==> config.mk <==
export PLATFORM = sky130hd
export DESIGN_NAME = lu_sequencer
export DESIGN_NICKNAME = d
export VERILOG_FILES = /design/src/rtl/lu_sequencer.sv
export SDC_FILE = /design/constraint.sdc
export NUM_CORES = 1
export LEC_CHECK = 0
export BUFFER_PORTS_ARGS = -buffer_cell sky130_fd_sc_hd__buf_2
export CORE_UTILIZATION = 49
export CTS_CLUSTER_SIZE = 40
export DETAILED_ROUTE_END_ITERATION = 6
export GPL_TIMING_DRIVEN = 1
export PLACE_DENSITY = 0.88
export RECOVER_POWER = 50
export SLEW_MARGIN = 20
export SYNTH_ARGS = -nofsm -noshare
export SYNTH_HDL_FRONTEND = slang
export SYNTH_SLANG_ARGS = --single-unit
==> constraint.sdc <==
create_clock -name clk -period 2.51 [get_ports clk]
set_clock_uncertainty 0.2 [all_clocks]
set_input_delay 0.502 -clock clk [delete_from_list [all_inputs] [get_ports clk]]
set_output_delay 0.502 -clock clk [all_outputs]
set_load 0.005 [all_outputs]
==> src/rtl/lu_sequencer.sv <==
// Instruction fetch/decode sequencer for the 1-bit logic unit: fetches bytes over
// req/ack, decodes LU ops, output-port stores, skip/jump/halt flow control.
module lu_sequencer #(
    parameter int ADDR_W = 8
) (
    input  logic              clk,
    input  logic              rst,
    output logic [ADDR_W-1:0] mem_addr,
    output logic              mem_req,
    input  logic              mem_ack,
    input  logic [7:0]        mem_data,
    input  logic [7:0]        data_in,
    input  logic              rr,
    output logic [2:0]        luop,
    output logic              lu_a,
    output logic              lu_b,
    output logic              out_we,
    output logic [2:0]        out_sel,
    output logic              out_data,
    output logic              halt,
    output logic [1:0]        dbg_state
);

    typedef enum logic [1:0] {
        S_FETCH  = 2'd0,
        S_EXEC   = 2'd1,
        S_FETCH2 = 2'd2,
        S_HALT   = 2'd3
    } state_t;

    localparam logic [3:0] OP_STO  = 4'h8;
    localparam logic [3:0] OP_STOC = 4'h9;
    localparam logic [3:0] OP_JMP  = 4'hA;
    localparam logic [3:0] OP_SKZ  = 4'hB;
    localparam logic [3:0] OP_HALT = 4'hD;
    localparam logic [3:0] OP_JZ   = 4'hE;

    state_t            state_q, state_d;
    logic [ADDR_W-1:0] pc_q, pc_d;
    logic [7:0]        ir_q, ir_d;
    logic              skip_q, skip_d;
    logic              taken_q, taken_d;

    logic [3:0] opcode;
    logic [3:0] operand;
    logic       is_branch;
    logic       exec_live;
    logic       lu_live;

    assign opcode    = ir_q[7:4];
    assign operand   = ir_q[3:0];
    assign is_branch = (opcode == OP_JMP) || (opcode == OP_JZ);

    // Handshake: a transfer completes on a rising edge where mem_req and mem_ack
    // are both high; mem_req/mem_addr hold until then, ack without req is ignored.
    always_comb begin
        state_d = state_q;
        pc_d    = pc_q;
        ir_d    = ir_q;
        skip_d  = skip_q;
        taken_d = taken_q;
        case (state_q)
            S_FETCH: begin
                if (mem_ack) begin
                    ir_d    = mem_data;
                    pc_d    = pc_q + ADDR_W'(1);
                    state_d = S_EXEC;
                end
            end
            S_EXEC: begin
                state_d = S_FETCH;
                taken_d = 1'b0;
                if (skip_q) begin
                    // A skipped branch still consumes its operand byte.
                    skip_d = 1'b0;
                    if (is_branch) state_d = S_FETCH2;
                end else begin
                    case (opcode)
                        OP_SKZ:  if (!rr) skip_d = 1'b1;
                        OP_JMP:  begin taken_d = 1'b1; state_d = S_FETCH2; end
                        OP_JZ:   begin taken_d = !rr;  state_d = S_FETCH2; end
                        OP_HALT: state_d = S_HALT;
                        default: ;
                    endcase
                end
            end
            S_FETCH2: begin
                if (mem_ack) begin
                    pc_d    = taken_q ? ADDR_W'(mem_data) : pc_q + ADDR_W'(1);
                    state_d = S_FETCH;
                end
            end
            default: ;
        endcase
    end

    always_ff @(posedge clk) begin
        if (rst) begin
            state_q <= S_FETCH;
            pc_q    <= '0;
            ir_q    <= '0;
            skip_q  <= 1'b0;
            taken_q <= 1'b0;
        end else begin
            state_q <= state_d;
            pc_q    <= pc_d;
            ir_q    <= ir_d;
            skip_q  <= skip_d;
            taken_q <= taken_d;
        end
    end

    // The LU has no enable, so outside a live LU op it is fed load-of-rr to hold Y.
    assign exec_live = (state_q == S_EXEC) && !rst && !skip_q;
    assign lu_live   = exec_live && !opcode[3];

    assign luop     = rst ? 3'b000 : (lu_live ? opcode[2:0] : 3'b001);
    assign lu_a     = rst ? 1'b0 : (lu_live ? (operand[3] | data_in[operand[2:0]]) : rr);
    assign lu_b     = rst ? 1'b0 : rr;
    assign out_we   = exec_live && ((opcode == OP_STO) || (opcode == OP_STOC));
    assign out_sel  = out_we ? operand[2:0] : 3'b000;
    assign out_data = out_we ? (rr ^ opcode[0]) : 1'b0;
    assign mem_req  = !rst && ((state_q == S_FETCH) || (state_q == S_FETCH2));
    assign mem_addr = rst ? '0 : pc_q;
    assign halt     = !rst && (state_q == S_HALT);
    assign dbg_state = rst ? 2'd0 : state_q;

endmodule

==> impl_results.md <==
* Worst Setup SP: state_q[1]
* TritonCTS clock tree: yes
* HP Start: mem_data[4]
* Most frequent cell after synthesis: nand2_1
* Vias in the first global route at 1094
* Area grow syn2layout at 25.8%
* Share of layout cells above drive strength 1 at 28.7%
* Largest net degree at the start of global routing at 29
* RSZ-0062 raised after global routing: yes
* Top FF cell, synth: dfxtp_1
* Die Width at about 52 µm
* CTS Buf Count at 3
* WL/cell at about 13 µm
* First-pass GRT wire length at between 4000 and 5000 µm
* Cell taking the most area after synthesis: dfxtp_1
* R2r setup slk at between 300 and 400 ps
* Mean number of vias per cell at ~5.8
* Cell Count Post-Placement at 232
* Net Count, Synth at 193
* Power per cell area at between 400 and 500 nW/µm²
* Final WL at 3090 µm
* Post-synthesis area per instance at about 7.4 µm²
* Post-synth top area share at 32.1%
* WP data arrival at approximately 1700 ps
* FF+latch count, synth at 20
* Detailed Route Iter0 Violations at 29
* DR pass1 iterations at 4
* Placement Setup Slack at 71.9 ps
* Antenna diode count at 0
* Clk slew on worst S/H paths at ~110 ps
* Initial antenna violation count at 0
* Worst-Margin Slew at 600 ps
* Simple-gate share of the synthesized area at between 30% and 40%
* Area of the core at between 2000 and 2500 µm²
* Fmax at 0.409 GHz
* Starting Density at between 50% and 60%
* Worst setup SP type: register
* IO Pins at 42
* Post-synthesis async set-or-reset flop share at 0%
* Total gr overflow at 0
* Reg-to-Reg Start: state_q[0]
* CTS Buffer Depth at 2
* Worst-Skew Late Latency at 300 ps
* Setup CP Type: register to primary output
* XOR/XNOR Fraction of Synth Area at less than 1%
* Largest family of logic cells by synthesized area: simple AND/OR/NAND/NOR gates
* Die ar. at 2750 µm²
* Post-layout util at 68.3%
* Synth Area in Compound Gates at approximately a fifth
* Reg-to-reg endpoint: pc_q[6]
* Proportion of synthesized area in mux cells at 5.22%
* CTS Root Buffer Type: clkbuf_4
* Sink Count at 20
* Fin crit share at a little over nine tenths
* Hold WC Path Type: input port to register
* Hpwl dp at approximately 2300 µm
* Status: complete, no violations
* Top routing layer in use: met4
* Met3 wire len at 119 µm
* Post-route DRC at 0
* # nets final at 235
* Yosys warns at 0
* Vias at 1368
* Synth top cells by count: 33 x nand2_1, 20 x dfxtp_1, 15 x a21oi_1
* Area contributors post-synth: dfxtp_1 32%, nand2_1 9.9%, a21oi_1 6.0%
* Req. time, crit path at between 1500 and 2000 ps
* Leakage at between 0.6 and 0.7 nW
* Area share of fa/ha/maj cells after synthesis at under 10%
* Post-synthesis cell type count at 36
* IO buf count at roughly 40
* H-tree depth at 1
* Worst slew margin at 59.7%
* CP max FO at 5
* Wl on met1 at between 1000 and 1500 µm
* Die Span Y at ~52 µm
* Synth Instances at about 170
* Worst IR Drop VDD at approximately 0.45 mV
* Max-slew violations at 0
* Crit end category: primary output
* Final WS setup at between 60 and 70 ps
* Fill count at between 200 and 250
* Fin. Hold Viols at 0
* Antenna Nets Post-Route at 0
* Netlist Area Pre-Place at about 1200 µm²
* Hold Path Sink: ir_q[4]
* MaxCap Viol Count at 0
* GPL Wtd Cong at approximately 0.80
* Met2 wire length at ~1600 µm
* Endpoints failing setup at 0
* Cell Rows at 17
* Sequential area share after synthesis at about 32%
* Hold path depth at 3
* FF-to-FF path depth at 6
* Global Route Usage Sum at about 23%
* Post-layout instance count excluding filler cells at about 240
* Minimum clock period at about 2400 ps
* Number of synthesized flops with an enable pin at 0
* Hold buffers post-CTS at 0
[stage by stage]
step,power [mW],hold WS (ps),setup TNS [ps],area [µm²]
6_report,0.657,242,0,1570
5_1_grt,0.692,226,-4.55,1570
4_1_cts,0.661,239,0,1550
3_5_place_dp,0.470,255,0,1470
3_3_place_gp,0.466,257,0,1470
2_1_floorplan,0.425,237,0,1250
[what timing repair did]
item                                    CTS  global route
setup buffers                             0             1
hold endpoints to repair                  0             0
resized for setup                         9             5
endpoints found under the setup margin    9             5
pin swaps                                 1             2
[power breakdown]
group	internal, mW	switching (mW)	total (mW)	leakage (nW)
combinational	0.0546	0.0671	0.122	0.472
sequential	0.329	0.0201	0.349	0.164
clock	0.0885	0.0977	0.186	0.0210
[layout make-up]
type	instances	area, µm²	area share [%]
Clock buffer	4	36.3	2.31
Inverter	9	36.3	2.31
Multi-Input combinational cell	132	826	52.6
Sequential cell	20	408	26.0
Tap cell	28	35.0	2.23
Timing Repair Buffer	44	228	14.5
[per-layer routing]
metal / GRT usage [%] / up-vias
met5: 0 / -
met4: 5.26 / 0
met3: 2.61 / 2
met2: 39.9 / 39
met1: 29.0 / 652
li1: - / 675
[cells by family (layout without fill, tap and decap cells)]
logic type / Yosys count / in the layout
AO/OA/AOI/OAI: 40 / 40
XOR/XNOR: 1 / 1
adder cells (fa/ha/maj): 5 / 5
buffers and inverters: 16 / 57
flip-flops: 20 / 20
multiplexers: 4 / 4
AND/OR/NAND/NOR: 82 / 82
[registers in the layout, indices dropped and copies added (netlist names)]
signal   cells
skip_q       1
ir_q         8
taken_q      1
state_q      2
pc_q         8
[worst max-delay path by stage]
stage	endpoint	slack, ps	cells past startpoint
2_1_floorplan	lu_a	310	5
3_3_place_gp	lu_a	150	6
3_5_place_dp	lu_a	70	6
4_1_cts	out_sel[1]	30	7
5_1_grt	lu_a	-5	6
6_report	out_sel[1]	70	7
[cell usage in the layout (no fill, tap or decap), types with 2 or more instances in the layout]
cell      instances
buf_2            41
nand2_1          32
dfxtp_1          18
a21oi_1          15
nor2_1           13
inv_1             8
nor2b_1           8
o21ai_0           8
nand3_1           6
and2_1            4
nor4_1            4
ha_1              4
o22ai_1           3
clkbuf_4          3
buf_4             3
or3_4             2
nor3_1            2
nor3b_1           2
mux4_2            2
mux2i_1           2
o31ai_1           2
o31a_1            2
a32oi_1           2
a31oi_1           2
o211ai_1          2
dfxtp_4           2
[worst max-delay path, stage by stage, from the launching register on]
cell and delay, ps:
dfxtp_4 380, inv_4 60, ha_4 140, nand2_2 70, or3_4 360, nor3_4 160, and2_1 150, buf_2 110
No activity file was read; power rests on OpenSTA's default activity.
